<file path="config.mk">
export PLATFORM = sky130hd
export DESIGN_NAME = peaton_button_conditioner
export DESIGN_NICKNAME = d
export VERILOG_FILES = /design/src/rtl/peaton_button_conditioner.sv
export SDC_FILE = /design/constraint.sdc
export NUM_CORES = 1
export LEC_CHECK = 0
export BUFFER_PORTS_ARGS = -buffer_cell sky130_fd_sc_hd__buf_2
export CAP_MARGIN = 30
export CELL_PAD_IN_SITES_DETAIL_PLACEMENT = 1
export CELL_PAD_IN_SITES_GLOBAL_PLACEMENT = 2
export CORE_AREA = 2 2 80 82
export DETAILED_ROUTE_END_ITERATION = 6
export DIE_AREA = 0 0 82 84
export PLACE_DENSITY = 0.86
export SYNTH_ARGS = -nofsm -noshare
export SYNTH_HDL_FRONTEND = slang
export SYNTH_SLANG_ARGS = --single-unit
</file>
<file path="constraint.sdc">
create_clock -name clk -period 3.1 [get_ports clk]
set_input_delay 0 -clock clk [delete_from_list [all_inputs] [get_ports clk]]
set_output_delay 0 -clock clk [all_outputs]
set_load 0.1 [all_outputs]
</file>
<file path="src/rtl/peaton_button_conditioner.sv">
// peaton_button_conditioner
// Conditions the raw active-low pedestrian button for the traffic-light
// controller. It synchronises the button, debounces it, and produces a clean
// active-low level, press and release pulses, and a saturating press counter.
// Optional long-press detection is enabled by defining the macro BTN_HOLD_EN.
module peaton_button_conditioner #(
    parameter int FPGAFREQ      = 50_000_000,
    parameter int T_DEBOUNCE_MS = 20,
    parameter int T_HOLD_MS     = 1000,
    parameter int SYNC_STAGES   = 2
) (
    input  logic       clk,
    input  logic       nreset,
    input  logic       b_npeaton_raw,
    output logic       b_npeaton,
    output logic       press_pulse,
    output logic       release_pulse,
    output logic [7:0] press_count,
    output logic       hold_pulse
);

    localparam int DB_CYCLES   = (FPGAFREQ / 1000) * T_DEBOUNCE_MS;
    localparam int HOLD_CYCLES = (FPGAFREQ / 1000) * T_HOLD_MS;
    localparam int MAX_CYCLES  = (DB_CYCLES > HOLD_CYCLES) ? DB_CYCLES : HOLD_CYCLES;
    localparam int CW          = $clog2(MAX_CYCLES + 1);

    localparam logic [CW-1:0] CNT_ONE = CW'(1);
    localparam logic [CW-1:0] DB_LAST = CW'(DB_CYCLES - 1);

    typedef enum logic [1:0] {
        S_IDLE,
        S_PRESS_CHK,
        S_PRESSED,
        S_REL_CHK
    } state_t;

    state_t                 state;
    logic [CW-1:0]          db_cnt;
    logic [SYNC_STAGES-1:0] sync_ff;
    logic                   sync_n;

    // Synchroniser chain for the asynchronous button; idles high (released).
    always_ff @(posedge clk or negedge nreset) begin
        if (!nreset) begin
            sync_ff <= '1;
        end else begin
            sync_ff <= {sync_ff[SYNC_STAGES-2:0], b_npeaton_raw};
        end
    end

    assign sync_n = sync_ff[SYNC_STAGES-1];

    // Debounce FSM with registered level, pulses and saturating press counter.
    always_ff @(posedge clk or negedge nreset) begin
        if (!nreset) begin
            state         <= S_IDLE;
            db_cnt        <= '0;
            b_npeaton     <= 1'b1;
            press_pulse   <= 1'b0;
            release_pulse <= 1'b0;
            press_count   <= '0;
        end else begin
            press_pulse   <= 1'b0;
            release_pulse <= 1'b0;
            unique case (state)
                S_IDLE: begin
                    b_npeaton <= 1'b1;
                    if (!sync_n) begin
                        state  <= S_PRESS_CHK;
                        db_cnt <= '0;
                    end
                end
                S_PRESS_CHK: begin
                    if (sync_n) begin
                        state  <= S_IDLE;
                        db_cnt <= '0;
                    end else if (db_cnt == DB_LAST) begin
                        state       <= S_PRESSED;
                        db_cnt      <= '0;
                        b_npeaton   <= 1'b0;
                        press_pulse <= 1'b1;
                        if (press_count != 8'hFF) begin
                            press_count <= press_count + 8'd1;
                        end
                    end else begin
                        db_cnt <= db_cnt + CNT_ONE;
                    end
                end
                S_PRESSED: begin
                    b_npeaton <= 1'b0;
                    if (sync_n) begin
                        state  <= S_REL_CHK;
                        db_cnt <= '0;
                    end
                end
                S_REL_CHK: begin
                    if (!sync_n) begin
                        state  <= S_PRESSED;
                        db_cnt <= '0;
                    end else if (db_cnt == DB_LAST) begin
                        state         <= S_IDLE;
                        db_cnt        <= '0;
                        b_npeaton     <= 1'b1;
                        release_pulse <= 1'b1;
                    end else begin
                        db_cnt <= db_cnt + CNT_ONE;
                    end
                end
                default: begin
                    state  <= S_IDLE;
                    db_cnt <= '0;
                end
            endcase
        end
    end

`ifdef BTN_HOLD_EN
    localparam logic [CW-1:0] HOLD_FIRE = CW'(HOLD_CYCLES - 2);

    logic [CW-1:0] hold_cnt;
    logic          hold_done;

    // Long-press timer, measured from press acceptance; fires once per press.
    // The pulse is launched when the count moves to HOLD_CYCLES-1, so the
    // registered output appears in the same cycle the count reaches it.
    always_ff @(posedge clk or negedge nreset) begin
        if (!nreset) begin
            hold_cnt   <= '0;
            hold_done  <= 1'b0;
            hold_pulse <= 1'b0;
        end else begin
            hold_pulse <= 1'b0;
            if (state == S_PRESSED || state == S_REL_CHK) begin
                if (!hold_done) begin
                    hold_cnt <= hold_cnt + CNT_ONE;
                    if (hold_cnt == HOLD_FIRE) begin
                        hold_pulse <= 1'b1;
                        hold_done  <= 1'b1;
                    end
                end
            end else begin
                hold_cnt  <= '0;
                hold_done <= 1'b0;
            end
        end
    end
`else
    assign hold_pulse = 1'b0;
`endif

endmodule

</file>
==> results of run 1 <==
what timing repair did:
item / 4_1_cts / 5_1_grt
setup endpoints to repair: 0 / 0
endpoints found under the hold margin: 39 / 0
resized for setup: 0 / 0
hold buffers: 2 / 0
buffers inserted: 0 / 0
stage by stage:
step                setup WS, ns  instances  utilization
floorplan                  0.896        260            -
global placement           0.791        337        0.417
detailed placement         0.604        337        0.417
CTS                        0.603        347        0.440
global route               0.346        348        0.443
finish                     0.608        348        0.443
power by group:
part           leakage (nW)  internal [mW]  switching (mW)  total [mW]
combinational         0.538          0.166           0.422       0.587
clock                0.0585          0.263           0.183       0.445
sequential            0.558          0.572          0.0316       0.604
total                  1.15           1.00           0.636        1.64
layout by cell type (no fill, tap or decap), drive strengths merged, types with 2 or more instances in the layout:
master       Yosys  layout
or4              6       6
clkbuf           5       7
nand2           22      22
o211ai           2       2
nor2            19      19
xnor2            6       6
inv             10      10
and2             5       5
nand4           16      16
nand3           14      14
ha               6       6
mux2i            2       2
nor4b            3       3
mux2             3       3
a31oi            5       5
o21ai           18      18
or2              2       2
a22o             5       5
dfstp            3       3
and3             7       7
o31ai            3       3
nand2b           3       3
buf             10      16
and4             2       2
dfrtp           38      38
xor2             4       4
a21oi            6       6
nor3             5       5
a21o             5       5
o41ai            2       2
dlygate4sd3      0       2
nor4             9       9
worst reg2reg max path, cell delays in order (launching register included):
cell and delay [ns]:
dfrtp_1 0.42, ha_1 0.26, and4b_1 0.21, nand4_2 0.14
o21a_1 0.69, nand2_1 0.27, o41ai_1 0.39
state kept, by name, summed over array words and instances (netlist names), named ones only:
name,cells
press_pulse,1
db_cnt,26
press_count,8
release_pulse,1
sync_ff,2
state,1
b_npeaton,1
logic make-up (layout without fill, tap and decap cells):
kind of cell | Yosys count | in the layout
other | 1 | 1
and+or+nand+nor | 118 | 118
buffers and inverters | 25 | 36
muxes | 5 | 5
adders and majority gates | 6 | 6
AOI/OAI and AO/OA | 54 | 54
xor gates and xnor gates | 10 | 10
DFF | 41 | 41
worst min-delay path by stage:
stage | endpoint | slack [ns]
finish | db_cnt[7]$_DFFE_PN0P_ | 0.22
floorplan | async pin | -0.30
global route | db_cnt[7]$_DFFE_PN0P_ | 0.24
global placement | sync_ff[0]$_DFF_PN1_ | 0.10
detailed placement | sync_ff[0]$_DFF_PN1_ | 0.11
CTS | sync_ff[0]$_DFF_PN1_ | 0.34
routing by layer:
metal	up-vias	track usage
met4	0	0.0470
li1	983	-
met1	1063	0.273
met2	38	0.317
met3	4	0.0390
met5	-	0
final cells by class:
cell class	instances	share of cell area
tap	77	0.0357
clock inverter	1	0.0111
sequential	41	0.381
multi-input combinational	194	0.482
clock buffer	7	0.0320
inverter	10	0.0139
timing repair buffer	18	0.0445
==> impl_metrics.json, run 1 <==
{
  "hold_path_class": "in -> async",
  "htreeDepth": 2,
  "syn2layout_area_growth_pct": 9.71,
  "post-route-period-util": 0.804,
  "grt_pass1_vias": 2108,
  "grt_pass1_wl_mm": 10.6,
  "path_cells": "ha_1, and4b_1, nand4_2, o21a_1, nand2_1, o41ai_1",
  "wl_met3_um": 223,
  "p_per_area_nw_per_um2": 606,
  "cts-root-buf": "clkbuf_8",
  "clock-sinks": 41,
  "grtUsageTotal": 0.198,
  "synthXorXnorAreaFrac": 0.0356,
  "top_layer_used": "met4",
  "worstMarginPinSlew_ns": 0.808,
  "portBuffers": 13,
  "cpPeakStageDelay_ns": 0.69,
  "synth_fa_ha_area_frac": 0.0305,
  "run_status": "complete, no violations",
  "cts_tree": "built",
  "ir_worst_vdd_mv": 0.357,
  "crit_start": "db_cnt[0]$_DFFE_PN0P_",
  "power_mw": 1.64,
  "syn-cell-area_um2": 2460,
  "p_leak_nw": 1.15,
  "synth_top_area_frac": 0.386,
  "synth_area_leader_cell": "dfrtp_1",
  "cp.required_ns": 3.27,
  "post-synth-top-count-cell": "dfrtp_1",
  "final_max_slew_viol_count": 0,
  "coreArea_um2": 6100,
  "worstSetupPathType": "reg -> reg",
  "synthesis.nets": 269,
  "io_pins": 15,
  "avgSynthCellArea_um2": 9.47,
  "synth_flop_cell": "dfrtp_1",
  "netlist_top_cells_count": "dfrtp_1, nand2_1, nor2_1, o21ai_0, nand4_1",
  "grt_antenna_before_repair": 0,
  "synth_edf_count": 0,
  "dieWidth_um": 82,
  "antennaDiodeCount": 0,
  "synth.area.top_cells": "dfrtp_1, nand4_1, o21ai_0",
  "crit_end": "db_cnt[13]$_DFFE_PN0P_",
  "clk_path_buf_depth": 2,
  "m1WireLength_mm": 2.98,
  "hold_slack_ns": 0.219,
  "cp.arrival_ns": 2.66,
  "setup_viol": 0,
  "fillers": 711,
  "dpl_cell_area_um2": 2540,
  "r2r-start": "db_cnt[0]$_DFFE_PN0P_",
  "register_area_um2": 1030,
  "period_needed_ns": 2.49,
  "gp_congestion": 0.819,
  "clkLatencyLatePin_ns": 0.29,
  "rows": 29,
  "max_cap_viol_count": 0,
  "crit_fanout": 21,
  "ys_warn_count": 0,
  "drc": 0,
  "antenna_left": 0,
  "synthSimpleGateAreaFrac": 0.293,
  "relSlewSlack": 0.461,
  "synth_seq_area_share": 0.418,
  "clock-skew-final_ns": 0.00519,
  "yosysUniqueCellTypes": 59,
  "place_hpwl_mm": 4.47,
  "crit_cells": 6,
  "vias_per_cell": 6.00,
  "start_util": 0.404,
  "worstRegToRegCells": 6,
  "synth.area.mux_share": 0.0218,
  "wl_met2_mm": 3.06,
  "routed_wl_mm": 6.32,
  "r2r-end": "db_cnt[13]$_DFFE_PN0P_",
  "fin_area_um2": 2700,
  "synth_compound_area_frac": 0.146,
  "grt_overflow": 0,
  "ys_ff_latch": 41,
  "grt_max_degree": 42,
  "cpMaxStageDelayCell": "o21a_1",
  "die_y_um": 84,
  "crit_path_end_kind": "register",
  "clk_pin_slew_ns": 0.08,
  "multi_input_area_um2": 1300,
  "syn-instance-count": 260,
  "drt_iter0_markers": 70,
  "route.vias.total": 2088,
  "crit_family": "compound AO/OA/AOI/OAI gates",
  "numCtsBuffers": 5,
  "firstDrtPassIters": 4,
  "start_kind": "register",
  "rsz0062_at_grt": "no",
  "hold_viol_final": 0,
  "die_area_um2": 6890,
  "drive_above_1_share": 0.151,
  "async_flop_share": 1.00,
  "cp_num_buf_inv": 0,
  "tns_ns": 0,
  "num-nets-final": 279,
  "routedWlPerCell_um": 18.2,
  "fmax_mhz": 401,
  "regToRegSetupSlack_ns": 0.61,
  "synth_top_family_by_area": "simple AND/OR/NAND/NOR gates"
}
No activity file was read; power rests on OpenSTA's default activity.
==> inputs of run 2 (changes only) <==
CORE_AREA = 2 2 83 85   (was 2 2 80 82)
DIE_AREA = 0 0 85 87   (was 0 0 82 84)
PLACE_DENSITY = 0.81   (was 0.86)
clock period = 2.57 ns   (was 3.1 ns; I/O delays follow)
==> run 2 against run 1 <==
Wire length hardly changed. Clock power is 24% higher. Core utilization is 2.6 points lower. Die area is 7.4% higher. Sequential share of layout area is 0.57 points lower. Register-to-register slack worse by 0.29 ns. Cell count is 2.0% higher. Highest routed layer unchanged. Sequential power is 21% higher. Worst hold slack worse by 0.030 ns. First-iteration DRC count is 80% higher.
==> impl_metrics.json, run 2 (same netlist as run 1, synthesis figures left out) <==
{
  "num-nets-final": 283,
  "antenna_left": 0,
  "crit_path_end_kind": "register",
  "crit_fanout": 9,
  "place_hpwl_mm": 4.56,
  "start_kind": "register",
  "cts_tree": "built",
  "cp.arrival_ns": 2.43,
  "htreeDepth": 2,
  "post-route-period-util": 0.877,
  "tns_ns": 0,
  "grt_pass1_vias": 2047,
  "clk_pin_slew_ns": 0.08,
  "crit_family": "compound AO/OA/AOI/OAI gates",
  "cts-root-buf": "clkbuf_8",
  "firstDrtPassIters": 4,
  "clock-sinks": 41,
  "portBuffers": 13,
  "p_leak_nw": 1.18,
  "cp.required_ns": 2.74,
  "drive_above_1_share": 0.164,
  "fmax_mhz": 444,
  "setup_viol": 0,
  "place_ws_ns": 0.336,
  "syn2layout_area_growth_pct": 11.4,
  "ir_worst_vdd_mv": 0.572,
  "hold_buffers": 2,
  "die_y_um": 87,
  "worstSetupPathType": "reg -> reg",
  "r2r-end": "db_cnt[11]$_DFFE_PN0P_",
  "routed_wl_mm": 6.31,
  "grt_antenna_before_repair": 0,
  "antennaDiodeCount": 0,
  "clk_path_buf_depth": 2,
  "mostFrequentLayoutCell": "dfrtp_1",
  "drc": 0,
  "vias_per_cell": 5.83,
  "grtUsageTotal": 0.182,
  "regToRegSetupSlack_ns": 0.32,
  "drt_iter0_markers": 126,
  "dieWidth_um": 85,
  "rsz0062_at_grt": "no",
  "largest_reg_flops": 26,
  "route.vias.total": 2068,
  "run_status": "complete, no violations",
  "fin_area_um2": 2740,
  "top_register": "db_cnt",
  "post_cts_buffers": 0,
  "hold_path_class": "in -> async",
  "final_max_slew_viol_count": 0,
  "io_pins": 15,
  "clkLatencyLatePin_ns": 0.30,
  "reg_top3": "db_cnt: 26 flops, press_count: 8 flops, sync_ff: 2 flops",
  "cpMaxStageDelayCell": "dfrtp_1",
  "hold_slack_ns": 0.189,
  "cp_num_buf_inv": 0,
  "die_area_um2": 7400,
  "final_cell_mix": "dfrtp_1, nand2_1, nor2_1, o21ai_0, nand4_1",
  "coreArea_um2": 6570,
  "gp_congestion": 0.796,
  "max_cap_viol_count": 0,
  "dpl_cell_area_um2": 2580,
  "path_cells": "ha_1, and4b_1, nand4_2, o21a_1, nand2_1, o41ai_1",
  "numCtsBuffers": 5,
  "routedWlPerCell_um": 17.8,
  "grt_max_degree": 42,
  "post_cts_resized": 0,
  "worstRegToRegCells": 6,
  "clock-skew-final_ns": 0.00728,
  "power_mw": 2.01,
  "p_per_area_nw_per_um2": 734,
  "rows": 30,
  "hold_viol_final": 0,
  "grt_pass1_wl_mm": 10.5,
  "fin_ws_ns": 0.317,
  "cpPeakStageDelay_ns": 0.42,
  "r2r-start": "db_cnt[0]$_DFFE_PN0P_",
  "grt_overflow": 0,
  "start_util": 0.375,
  "period_needed_ns": 2.25
}
==> run 2: changes by cell type in the layout (fill, tap and decap cells not counted) <==
cell    previous run  this run
buf_16             0         1
buf_4              2         6
buf_12             1         0
==> run 2: how the worst max path moves through the flow <==
stage,start,to,slack (ns),cells past startpoint
after floorplan,press_count[3]$_DFFE_PN0P_,press_count[1]$_DFFE_PN0P_,0.37,5
after global placement,db_cnt[0]$_DFFE_PN0P_,press_count[1]$_DFFE_PN0P_,0.46,6
after detailed placement,db_cnt[0]$_DFFE_PN0P_,db_cnt[11]$_DFFE_PN0P_,0.34,6
after CTS,db_cnt[0]$_DFFE_PN0P_,db_cnt[11]$_DFFE_PN0P_,0.31,6
after global routing,db_cnt[0]$_DFFE_PN0P_,press_count[1]$_DFFE_PN0P_,0.12,6
final,db_cnt[0]$_DFFE_PN0P_,db_cnt[11]$_DFFE_PN0P_,0.32,6
==> run 2: stage by stage <==
step / std cells / util
finish: 355 / 0.418
global route: 355 / 0.418
CTS: 354 / 0.413
detailed placement: 344 / 0.393
global placement: 344 / 0.393
floorplan: 260 / -
==> run 2: worst reg2reg max path, stage by stage (launching register included) <==
cell and delay, ns:
dfrtp_1 0.42, ha_1 0.27, and4b_1 0.22, nand4_2 0.15
o21a_1 0.40, nand2_1 0.25, o41ai_1 0.42
==> run 2: per-layer routing <==
layer | share of wire | GRT usage
met2 | 0.47 | 0.298
met1 | 0.49 | 0.248
met4 | 0.013 | 0.0577
met3 | 0.026 | 0.0303
met5 | 0 | 0
==> run 2: layout make-up <==
class,instances,area (um^2)
Clock inverter,1,30.0
Multi-Input combinational cell,194,1300
Clock buffer,7,86.3
Fill cell,767,3830
Tap cell,80,100
Sequential cell,41,1030
Inverter,10,37.5
Timing Repair Buffer,22,158
==> run 2: where the power goes <==
group / total, mW / leakage [nW] / internal [mW] / switching (mW)
combinational: 0.737 / 0.562 / 0.227 / 0.510
sequential: 0.728 / 0.558 / 0.690 / 0.0373
clock: 0.550 / 0.0585 / 0.317 / 0.233
==> inputs of run 3 (changes only) <==
CTS_BUF_LIST = sky130_fd_sc_hd__clkbuf_8 sky130_fd_sc_hd__clkbuf_16   (was default)
clock period = 2.2 ns   (was 2.57 ns; I/O delays follow)
==> run 3 against run 2 <==
Non-clock buffer count grew 14. Worst setup slack lost 0.22 ns. Cell count grew 3.9%. Critical path type unchanged. Critical path depth grew 1. Via count grew 1.9%. Design area grew 2.9%. Clock-buffer cell count shrank 2. Sequential cell count is the same. Combinational power grew 19%.
==> impl_metrics.json, run 3 (same netlist as run 1, synthesis figures left out) <==
{
  "ir_worst_vdd_mv": 0.739,
  "firstDrtPassIters": 4,
  "worstSetupPathType": "reg -> reg",
  "final_util": 0.430,
  "hold_viol_final": 0,
  "syn2layout_area_growth_pct": 14.6,
  "post-route-period-util": 0.954,
  "route.vias.total": 2108,
  "run_status": "complete, no violations",
  "die_y_um": 87,
  "path_cells": "ha_1, and4b_1, nand4_2, o21a_1, buf_4, a21o_1, a21o_1",
  "antennaDiodeCount": 0,
  "drt_iter0_markers": 84,
  "grt_antenna_before_repair": 0,
  "clock-sinks": 41,
  "start_kind": "register",
  "cts_tree": "built",
  "cp_num_buf_inv": 1,
  "largest_reg_flops": 26,
  "grt_overflow": 0,
  "htreeDepth": 2,
  "routed_wl_mm": 6.62,
  "routedWlPerCell_um": 17.9,
  "final_max_slew_viol_count": 0,
  "crit_path_end_kind": "register",
  "pwr-share-clk": 0.261,
  "top_register": "db_cnt",
  "worstRegToRegCells": 7,
  "rsz0062_at_grt": "no",
  "p_leak_nw": 1.24,
  "grtUsageTotal": 0.193,
  "p_per_area_nw_per_um2": 826,
  "dieWidth_um": 85,
  "antenna_left": 0,
  "coreArea_um2": 6570,
  "clk_pin_slew_ns": 0.09,
  "crit_fanout": 15,
  "pwr-share-seq": 0.364,
  "cp.arrival_ns": 2.29,
  "p_comb_frac": 0.375,
  "drc": 0,
  "tns_ns": 0,
  "mostFrequentLayoutCell": "dfrtp_1",
  "drive_above_1_share": 0.211,
  "start_util": 0.375,
  "io_pins": 15,
  "cpMostUsedCell": "a21o_1",
  "fmax_mhz": 476,
  "post_cts_buffers": 0,
  "max_cap_viol_count": 0,
  "final_cell_mix": "dfrtp_1, nand2_1, buf_4, nor2_1, o21ai_0",
  "clk_path_buf_depth": 2,
  "rows": 30,
  "num-nets-final": 297,
  "hold_slack_ns": 0.275,
  "grt_pass1_wl_mm": 11.1,
  "power.share.switching": 0.397,
  "cpPeakStageDelay_ns": 0.40,
  "clkLatencyLatePin_ns": 0.30,
  "portBuffers": 13,
  "internal_power_mw": 1.40,
  "regToRegSetupSlack_ns": 0.10,
  "relSlewSlack": 0.544,
  "cts-root-buf": "clkbuf_8",
  "place_hpwl_mm": 4.81,
  "grt_pass1_vias": 2159,
  "vias_per_cell": 5.71,
  "crit_family": "compound AO/OA/AOI/OAI gates",
  "clock-skew-final_ns": 0.00828,
  "cpMaxStageDelayCell": "dfrtp_1",
  "crit_cells": 7,
  "period_needed_ns": 2.10,
  "grt_max_degree": 30,
  "gp_congestion": 0.814,
  "p_switching_mw": 0.924,
  "cp.required_ns": 2.39,
  "reg_top3": "db_cnt: 26 flops, press_count: 8 flops, sync_ff: 2 flops",
  "setup_viol": 0,
  "numCtsBuffers": 5,
  "hold_path_class": "in -> async",
  "worstMarginPinSlew_ns": 0.684,
  "die_area_um2": 7400
}
run 3: changes by cell type in the layout (fill, tap and decap cells not counted), sizes merged:
cell | before | now
clkbuf | 7 | 5
buf | 20 | 34
clkinv | 0 | 1
inv | 10 | 11
run 3: final timing paths:
kind,start,to
min reg2reg,sync_ff[0]$_DFF_PN1_,sync_ff[1]$_DFF_PN1_
min,nreset,release_pulse$_DFF_PN0_
max in group asynchronous,nreset,db_cnt[16]$_DFFE_PN0P_
max,db_cnt[0]$_DFFE_PN0P_,db_cnt[25]$_DFFE_PN0P_
max reg2reg,db_cnt[0]$_DFFE_PN0P_,db_cnt[25]$_DFFE_PN0P_
min in group clk,b_npeaton_raw,sync_ff[0]$_DFF_PN1_
run 3: through the flow:
step	instances	total power, mW	instance area (um^2)	worst slack (ns)
CTS	369	2.36	2820	0.0838
global route	369	2.48	2820	0.00289
detailed placement	359	1.73	2690	0.0806
finish	369	2.33	2820	0.101
floorplan	260	1.47	2460	0.00829
global placement	359	1.71	2690	0.145
run 3: timing repair:
action	CTS	global route
endpoints found under the hold margin	26	0
setup endpoints to repair	0	5
gates resized for setup	0	1
hold buffers	2	0
run 3: final cells by class:
| class | count | area, um^2 |
|---|---|---|
| inverters | 10 | 37.5 |
| clock buffers | 5 | 68.8 |
| clock inverters | 3 | 38.8 |
| flip-flops and latches | 41 | 1030 |
| fillers | 777 | 3750 |
| multi-input cells | 194 | 1300 |
| well taps | 80 | 100 |
| repair buffers | 36 | 243 |
run 3: routing by layer:
layer  routed length, um  GRT usage
met1                3130      0.246
met2                3240      0.328
met3                 128     0.0351
met4                 108     0.0664
met5                   0          0
run 3: power groups by stage:
stage | Clock, mW | Sequential, mW | Combinational [mW]
floorplan | 0 | 0.923 | 0.552
global placement | 0 | 0.859 | 0.856
detailed placement | 0 | 0.862 | 0.865
CTS | 0.636 | 0.847 | 0.874
global route | 0.660 | 0.855 | 0.960
finish | 0.608 | 0.847 | 0.874
